`config.mk`:
```
export PLATFORM = sky130hd
export DESIGN_NAME = adc_level_mon_n
export DESIGN_NICKNAME = d
export VERILOG_FILES = /design/src/rtl/adc_mon_pkg.sv /design/src/rtl/adc_mag_sat.sv /design/src/rtl/adc_level_mon_n.sv
export SDC_FILE = /design/constraint.sdc
export NUM_CORES = 1
export LEC_CHECK = 0
export ABC_AREA = 1
export BUFFER_PORTS_ARGS = -buffer_cell sky130_fd_sc_hd__clkbuf_2
export CORE_UTILIZATION = 31
export CTS_CLUSTER_SIZE = 25
export DETAILED_ROUTE_END_ITERATION = 16
export GPL_ROUTABILITY_DRIVEN = 0
export GPL_TIMING_DRIVEN = 0
export SLEW_MARGIN = 20
export SYNTH_ARGS = -nofsm -noshare
export SYNTH_HDL_FRONTEND = slang
export SYNTH_SLANG_ARGS = --single-unit
export TNS_END_PERCENT = 50
```
`constraint.sdc`:
```
create_clock -name adc_clk -period 4.6 [get_ports adc_clk]
set_clock_uncertainty 0.05 [all_clocks]
set_input_delay 0.46 -clock adc_clk [delete_from_list [all_inputs] [get_ports adc_clk]]
set_output_delay 0.46 -clock adc_clk [all_outputs]
set_load 0.02 [all_outputs]
```
`src/rtl/adc_mon_pkg.sv`:
```
// adc_mon_pkg: shared constants for the ADC level monitor.
//   CFG_* : configuration write addresses (cfg_addr)
//   RD_*  : read-back select addresses (rd_addr)
//   state_t : monitor run state (IDLE / RUN / HOLD)
package adc_mon_pkg;

  localparam logic [3:0] CFG_CTRL     = 4'd0;
  localparam logic [3:0] CFG_WIN_LEN  = 4'd1;
  localparam logic [3:0] CFG_OVFL_THR = 4'd2;
  localparam logic [3:0] CFG_CLR      = 4'd3;
  localparam logic [3:0] CFG_THR0     = 4'd8;

  localparam logic [3:0] RD_CTRL      = 4'd0;
  localparam logic [3:0] RD_WIN_LEN   = 4'd1;
  localparam logic [3:0] RD_OVFL_THR  = 4'd2;
  localparam logic [3:0] RD_PEAK      = 4'd4;
  localparam logic [3:0] RD_OVFL_CNT  = 4'd5;
  localparam logic [3:0] RD_LCNT0     = 4'd8;

  typedef enum logic [1:0] {
    IDLE = 2'd0,
    RUN  = 2'd1,
    HOLD = 2'd2
  } state_t;

endpackage

```
`src/rtl/adc_mag_sat.sv`:
```
// adc_mag_sat: registered saturating absolute value of a signed ADC sample.
//   adc_clk  : clock
//   reset    : synchronous active-high reset
//   adc_data : signed sample
//   mag      : |adc_data| on ADC_BITS-1 bits, most-negative code saturates
//              to the largest positive magnitude
module adc_mag_sat
  import adc_mon_pkg::*;
#(
  parameter int ADC_BITS = 14
) (
  input  logic                       adc_clk,
  input  logic                       reset,
  input  logic signed [ADC_BITS-1:0] adc_data,
  output logic        [ADC_BITS-2:0] mag
);

  localparam logic [ADC_BITS-1:0] MOST_NEG = {1'b1, {(ADC_BITS-1){1'b0}}};

  logic [ADC_BITS-1:0] neg_s;
  logic [ADC_BITS-2:0] mag_s;
  logic [ADC_BITS-2:0] mag_r;

  // Absolute value; two's complement negation of the most-negative code would wrap.
  always_comb begin
    neg_s = ~adc_data + {{(ADC_BITS-1){1'b0}}, 1'b1};
    if (adc_data == MOST_NEG) begin
      mag_s = {(ADC_BITS-1){1'b1}};
    end else if (adc_data[ADC_BITS-1]) begin
      mag_s = neg_s[ADC_BITS-2:0];
    end else begin
      mag_s = adc_data[ADC_BITS-2:0];
    end
  end

  // Pipeline stage 1 register.
  always_ff @(posedge adc_clk) begin
    if (reset) begin
      mag_r <= '0;
    end else begin
      mag_r <= mag_s;
    end
  end

  assign mag = mag_r;

endmodule

```
`src/rtl/adc_level_mon_n.sv`:
```
// adc_level_mon_n: ADC health monitor in the adc_clk domain.
//   Counts samples at/above NLEV magnitude thresholds (saturating counters,
//   optional per-level overflow-pin mode), measures per-window overflow count
//   and peak magnitude, and runs continuously or as a one-shot capture.
// Ports:
//   adc_clk, reset        : clock, synchronous active-high reset
//   adc_data, adc_ovfl    : sample and overflow pin, valid every cycle
//   cfg_wr/addr/data      : configuration write port
//   rd_addr / rd_data     : read select / registered read data
//   ovfl_A                : pulse when a window's overflow count met OVFL_THR
//   win_done              : pulse at every window end
//   peak_mag              : peak magnitude of the last completed window
//   busy                  : monitor is in RUN
module adc_level_mon_n
  import adc_mon_pkg::*;
#(
  parameter int ADC_BITS = 14,
  parameter int NLEV     = 2,
  parameter int WIN_BITS = 16,
  parameter int CNT_W    = 32
) (
  input  logic                       adc_clk,
  input  logic                       reset,
  input  logic signed [ADC_BITS-1:0] adc_data,
  input  logic                       adc_ovfl,
  input  logic                       cfg_wr,
  input  logic        [3:0]          cfg_addr,
  input  logic        [31:0]         cfg_data,
  input  logic        [3:0]          rd_addr,
  output logic        [31:0]         rd_data,
  output logic                       ovfl_A,
  output logic                       win_done,
  output logic        [ADC_BITS-2:0] peak_mag,
  output logic                       busy
);

  localparam int MW = ADC_BITS - 1;

  state_t                          state_r;
  logic                            busy_r;
  logic [2:0]                      ctrl_r;
  logic [WIN_BITS-1:0]             win_len_r, ovfl_thr_r;
  logic [WIN_BITS-1:0]             wcnt_r, ocnt_r, last_ocnt_r, ocnt_nx_s;
  logic [MW-1:0]                   mag_r, peak_acc_r, peak_mag_r, peak_nx_s;
  logic                            ovfl_r, win_done_r, ovfl_a_r;
  logic [NLEV-1:0][ADC_BITS-1:0]   thr_r;
  logic [NLEV-1:0][CNT_W-1:0]      lcnt_s;
  logic [NLEV-1:0]                 wr_thr_s;
  logic [31:0]                     rd_s, rd_data_r;
  logic wr_ctrl_s, wr_win_s, wr_othr_s, wr_clr_s;
  logic en_nx_s, os_nx_s, start_s, restart_s, run_s, win_end_s;
  logic unused_cfg_s;

  adc_mag_sat #(.ADC_BITS(ADC_BITS)) u_mag (
    .adc_clk  (adc_clk),
    .reset    (reset),
    .adc_data (adc_data),
    .mag      (mag_r)
  );

  assign wr_ctrl_s = cfg_wr && (cfg_addr == CFG_CTRL);
  assign wr_win_s  = cfg_wr && (cfg_addr == CFG_WIN_LEN);
  assign wr_othr_s = cfg_wr && (cfg_addr == CFG_OVFL_THR);
  assign wr_clr_s  = cfg_wr && (cfg_addr == CFG_CLR);
  assign unused_cfg_s = ^cfg_data;

  // Per-level threshold write decode.
  always_comb begin
    for (int i = 0; i < NLEV; i++) begin
      wr_thr_s[i] = cfg_wr && (cfg_addr == (CFG_THR0 + 4'(i)));
    end
  end

  // Control bits as they will be after this cycle, so a CTRL write acts at once.
  always_comb begin
    if (wr_ctrl_s) begin
      en_nx_s = cfg_data[0];
      os_nx_s = cfg_data[1];
      start_s = cfg_data[2];
    end else begin
      en_nx_s = ctrl_r[0];
      os_nx_s = ctrl_r[1];
      start_s = 1'b0;
    end
  end

  // Window bookkeeping; a restart pre-empts a window end in the same cycle.
  always_comb begin
    restart_s = start_s | wr_win_s | wr_othr_s;
    run_s     = (state_r == RUN);
    win_end_s = run_s && en_nx_s && !restart_s && (wcnt_r == win_len_r);
    if (ovfl_r && (ocnt_r != {WIN_BITS{1'b1}})) begin
      ocnt_nx_s = ocnt_r + WIN_BITS'(1);
    end else begin
      ocnt_nx_s = ocnt_r;
    end
    if (mag_r > peak_acc_r) begin
      peak_nx_s = mag_r;
    end else begin
      peak_nx_s = peak_acc_r;
    end
  end

  // Stage-1 copy of the overflow pin, aligned with the registered magnitude.
  always_ff @(posedge adc_clk) begin
    if (reset) begin
      ovfl_r <= 1'b0;
    end else begin
      ovfl_r <= adc_ovfl;
    end
  end

  // Configuration registers; the start bit self-clears after one cycle.
  always_ff @(posedge adc_clk) begin
    if (reset) begin
      ctrl_r     <= 3'd0;
      win_len_r  <= {WIN_BITS{1'b1}};
      ovfl_thr_r <= '0;
      for (int i = 0; i < NLEV; i++) begin
        thr_r[i] <= {1'b0, {(ADC_BITS-1){1'b1}}};
      end
    end else begin
      ctrl_r <= {start_s, os_nx_s, en_nx_s};
      if (wr_win_s) win_len_r <= cfg_data[WIN_BITS-1:0];
      else          win_len_r <= win_len_r;
      if (wr_othr_s) ovfl_thr_r <= cfg_data[WIN_BITS-1:0];
      else           ovfl_thr_r <= ovfl_thr_r;
      for (int i = 0; i < NLEV; i++) begin
        if (wr_thr_s[i]) thr_r[i] <= cfg_data[ADC_BITS-1:0];
        else             thr_r[i] <= thr_r[i];
      end
    end
  end

  // Run-state FSM; busy is registered alongside the state.
  always_ff @(posedge adc_clk) begin
    if (reset) begin
      state_r <= IDLE;
      busy_r  <= 1'b0;
    end else if (!en_nx_s) begin
      state_r <= IDLE;
      busy_r  <= 1'b0;
    end else if (start_s) begin
      state_r <= RUN;
      busy_r  <= 1'b1;
    end else begin
      case (state_r)
        IDLE: begin
          if (!os_nx_s) begin state_r <= RUN;  busy_r <= 1'b1; end
          else          begin state_r <= IDLE; busy_r <= 1'b0; end
        end
        RUN: begin
          if (win_end_s && os_nx_s) begin state_r <= HOLD; busy_r <= 1'b0; end
          else                      begin state_r <= RUN;  busy_r <= 1'b1; end
        end
        HOLD:    begin state_r <= HOLD; busy_r <= 1'b0; end
        default: begin state_r <= IDLE; busy_r <= 1'b0; end
      endcase
    end
  end

  // Window counter, overflow/peak accumulators and window-end results.
  always_ff @(posedge adc_clk) begin
    if (reset) begin
      wcnt_r      <= '0;
      ocnt_r      <= '0;
      peak_acc_r  <= '0;
      win_done_r  <= 1'b0;
      ovfl_a_r    <= 1'b0;
      peak_mag_r  <= '0;
      last_ocnt_r <= '0;
    end else begin
      win_done_r <= 1'b0;
      ovfl_a_r   <= 1'b0;
      if (win_end_s) begin
        win_done_r  <= 1'b1;
        ovfl_a_r    <= (ovfl_thr_r != '0) && (ocnt_nx_s >= ovfl_thr_r);
        peak_mag_r  <= peak_nx_s;
        last_ocnt_r <= ocnt_nx_s;
        wcnt_r      <= '0;
        ocnt_r      <= '0;
        peak_acc_r  <= '0;
      end else if (run_s && en_nx_s && !restart_s) begin
        wcnt_r     <= wcnt_r + WIN_BITS'(1);
        ocnt_r     <= ocnt_nx_s;
        peak_acc_r <= peak_nx_s;
      end else begin
        wcnt_r     <= '0;
        ocnt_r     <= '0;
        peak_acc_r <= '0;
      end
    end
  end

  for (genvar gi = 0; gi < NLEV; gi++) begin : g_lvl
    logic [CNT_W-1:0] cnt_r;
    logic             hit_s, clr_s;

    assign clr_s = wr_clr_s | start_s | wr_thr_s[gi];
    // In overflow mode the level counts overflow-pin cycles instead of magnitude hits.
    assign hit_s = thr_r[gi][ADC_BITS-1] ? ovfl_r : (mag_r >= thr_r[gi][ADC_BITS-2:0]);

    // Saturating level counter; a clear beats a coincident hit.
    always_ff @(posedge adc_clk) begin
      if (reset) begin
        cnt_r <= '0;
      end else if (clr_s) begin
        cnt_r <= '0;
      end else if (run_s && hit_s && (cnt_r != {CNT_W{1'b1}})) begin
        cnt_r <= cnt_r + CNT_W'(1);
      end else begin
        cnt_r <= cnt_r;
      end
    end

    assign lcnt_s[gi] = cnt_r;
  end

  // Read-back multiplexer.
  always_comb begin
    case (rd_addr)
      RD_CTRL:     rd_s = {27'd0, state_r, ctrl_r};
      RD_WIN_LEN:  rd_s = 32'(win_len_r);
      RD_OVFL_THR: rd_s = 32'(ovfl_thr_r);
      RD_PEAK:     rd_s = 32'(peak_mag_r);
      RD_OVFL_CNT: rd_s = 32'(last_ocnt_r);
      default:     rd_s = 32'd0;
    endcase
    for (int i = 0; i < NLEV; i++) begin
      rd_s = (rd_addr == (RD_LCNT0 + 4'(i))) ? 32'(lcnt_s[i]) : rd_s;
    end
  end

  // Registered read data.
  always_ff @(posedge adc_clk) begin
    if (reset) begin
      rd_data_r <= 32'd0;
    end else begin
      rd_data_r <= rd_s;
    end
  end

  assign rd_data  = rd_data_r;
  assign ovfl_A   = ovfl_a_r;
  assign win_done = win_done_r;
  assign peak_mag = peak_mag_r;
  assign busy     = busy_r;

endmodule

```
==> results.tsv <==
metric	value	unit
Final Cycle Share	74.2	%
GRT overflow	0	
status	complete, no violations	
IO Pins	106	
Final ANT Viol Nets	0	
Reg-to-Reg End	ovfl_A$_SDFF_PP0_	
CTS tree	built	
crit path capture	ovfl_A$_SDFF_PP0_	
Root Buffer	clkbuf_16	
Reg2Reg Launch Point	ocnt_r[0]$_SDFF_PP0_	
Clk Latency, worst-skew pair	0.57	ns
CP startpoint	ocnt_r[0]$_SDFF_PP0_	
share of cells above drive strength 1	9.54	%
DIE AREA	45700	um^2
Max Clk Rate	293	MHz
Area growth syn-to-layout	14.9	%
number of input and output port buffers inserted	88	
Largest stage delay, worst path	0.53	ns
register area share after synthesis	36.3	%
Max Cap Violations	0	
initial core utilization	31.5	%
average vias per placed instance	4.88	
synthesized area	13900	um^2
first-pass GRT wire length	68.6	mm
Slew Viols, Final	0	
drt drc	0	
Max H-tree Level	1	
Worst setup EP type	register	
Hold Path Class	input port to register	
slowest CP cell	o21ai_0	
Max FO, Critical Path	10	
largest net degree at the start of global routing	18	
clock period minus final worst setup slack	3.41	ns
GRT Total Usage	19.1	%
Total Wirelength	43.7	mm
worst path cell trace	ha_1, nand2_1, inv_1, nand2_1, nor2_2, nand3_1, nand2_2, inv_1, buf_2, o21ai_0, inv_1, ha_1, a21oi_1, o21ai_0, a21oi_1, o21ai_0, a21oi_1, nor2_1	
Worst R2R Path Depth	18	
vias in the first global route	12900	
min setup slack post-route	1.19	ns
cell count after synthesis	2052	
RSZ-0062 raised after global routing	no	
first drt pass iteration count	7	
Slew headroom	42.1	%
Max IR drop VDD	0.241	mV
CTS Buf Count	28	
diode count	0	
Warnings, synthesis	0	
core area	44200	um^2
Initial DRC Count	926	
Resized Gates After CTS	0	
DP HPWL	34.9	mm
Crit Path Class	register to register	
height of the die	214	um
Final setup viols	0	
hold_ws	0.0747	ns
CTS Hold Bufs	0	
Max Buffers Root-to-Sink	3	
FFs w/ async S/R, synth	0	%
total setup buffers inserted after CTS	0	
Nets	2288	
Design Power	4.79	mW
die width	214	um
Crit path arrival time	3.82	ns
critical path data required time	5.01	ns
Post-Syn Nets	2170	
setup TNS	0	ns
Seq cells post-synth	252	
P_leak	6.67	nW
Yosys cell types	42	
P per Cell Area	299	nW/um^2
dpl ws	1.17	ns
final hold violation count	0	
Startpoint Class	register	
Synth Flop Type	dfxtp_1	
Post-synth EDFFs	0	
Cell Rows	77	
flop2flop setup slack	1.19	ns
routed len/inst	15.7	um
clock transition at the registers of the reported paths	0.07	ns
slew at the pin closest to its max-slew limit	0.868	ns
initial antenna violation count	1	
CTS Sinks	252	
Vias	13600	
syn_area_per_cell	6.78	um^2
logic make-up after synthesis:
kind of cell | Yosys count | share of synthesized area [%]
AOI/OAI and AO/OA | 325 | 13.3
xor gates and xnor gates | 62 | 3.90
adders and majority gates | 60 | 5.40
buffers and inverters | 314 | 8.89
DFF | 252 | 36.3
and+or+nand+nor | 1039 | 32.2
cells in the mapped netlist, types with 3 or more instances:
cell       number  share of area [%]
nand2_2        11               0.49
a31oi_1         7               0.31
nand3_1        66                2.4
o211ai_1       33                1.8
a21oi_2        17                1.1
xnor2_1        24                1.5
o22ai_1        14               0.63
buf_6           3               0.24
o21ai_0        74                2.7
nor4_1          6               0.27
inv_1         229                6.2
nor3_1         19               0.68
nand2_1       564                 15
a21oi_1       164                5.9
xor2_1         38                2.4
a221oi_1        9               0.57
nand3_2         4               0.29
nor2_2          6               0.27
dfxtp_1       252                 36
buf_4           5               0.27
o2111ai_1       3               0.19
or2_2           6               0.27
ha_1           60                5.4
buf_2          13               0.47
nand4_1        81                3.6
nand3b_1       27                1.5
inv_2           3              0.081
clkbuf_1       56                1.5
nor2_1        239                6.4
area by class of cell:
cell class / count / area, um^2
plain buffers: 80 / 359
clock buffers: 36 / 772
clock inverters: 15 / 125
fillers: 4661 / 28200
inverters: 234 / 878
multi-input cells: 1486 / 7630
flip-flops and latches: 252 / 5040
well taps: 592 / 741
repair buffers: 88 / 440
how the worst min path moves through the flow:
stage / start / depth (start not counted) / end
2_1_floorplan: thr_r[13]$_SDFFE_PP0P_ / 2 / thr_r[13]$_SDFFE_PP0P_
3_3_place_gp: wcnt_r[0]$_SDFF_PP0_ / 1 / wcnt_r[0]$_SDFF_PP0_
3_5_place_dp: peak_acc_r[3]$_SDFF_PP0_ / 2 / peak_acc_r[3]$_SDFF_PP0_
4_1_cts: adc_ovfl / 3 / ovfl_r$_SDFF_PP0_
5_1_grt: adc_ovfl / 3 / ovfl_r$_SDFF_PP0_
6_report: adc_ovfl / 3 / ovfl_r$_SDFF_PP0_
report_power, final:
group,switching (mW),leakage [nW],internal [mW],total [mW]
combinational,0.238,4.19,0.106,0.345
clock,1.00,0.439,1.21,2.21
sequential,0.0258,2.04,2.21,2.23
total,1.26,6.67,3.53,4.79
registers in the layout, indices dropped and copies added, names as in the netlist, 2 cells and up:
signal       count
state_r          2
peak_acc_r      13
rd_data         32
peak_mag        13
ocnt_r          16
ovfl_thr_r      16
g_lvl.cnt_r     64
u_mag.mag       13
wcnt_r          16
win_len_r       16
thr_r           28
ctrl_r           3
last_ocnt_r     16
metal layers:
metal  global-route usage [%]  vias up  wire [um]
met2                     32.1      346      20000
li1                         -     6940          -
met1                     24.7     6224      19700
met5                        0        -         13
met3                     2.65       80       2360
met4                     7.56        2       1610
cells in the final DEF, fill, tap and decap left out, types with 13 or more instances in the layout:
cell type | Yosys | final
a21oi_1 | 164 | 164
a21oi_2 | 17 | 17
nand3_1 | 66 | 66
nor3_1 | 19 | 19
nor2_1 | 239 | 239
clkbuf_1 | 56 | 61
o211ai_1 | 33 | 33
o21ai_0 | 74 | 74
ha_1 | 60 | 60
dfxtp_1 | 252 | 252
o22ai_1 | 14 | 14
nand2_1 | 564 | 564
buf_2 | 13 | 13
nand4_1 | 81 | 81
clkbuf_2 | 1 | 89
nand3b_1 | 27 | 27
xnor2_1 | 24 | 24
xor2_1 | 38 | 38
clkbuf_16 | 0 | 29
inv_1 | 229 | 229
critical path: cells and delay by family, from the launching register on:
kind | cells | cell delay [ns]
flops | 1 | 0.43
compound gates | 6 | 1.08
buf+inv | 4 | 0.47
fa+ha+maj | 2 | 0.57
simple gates | 6 | 0.70
per-stage QoR:
stage	instances	area, um^2	utilization, %
after floorplan	2052	13900	-
after global placement	2732	15100	34.1
after detailed placement	2732	15100	34.1
after CTS	2783	16000	36.2
after global routing	2783	16000	36.2
final	2783	16000	36.2
Note: power is estimated with default switching activity, not from simulation.
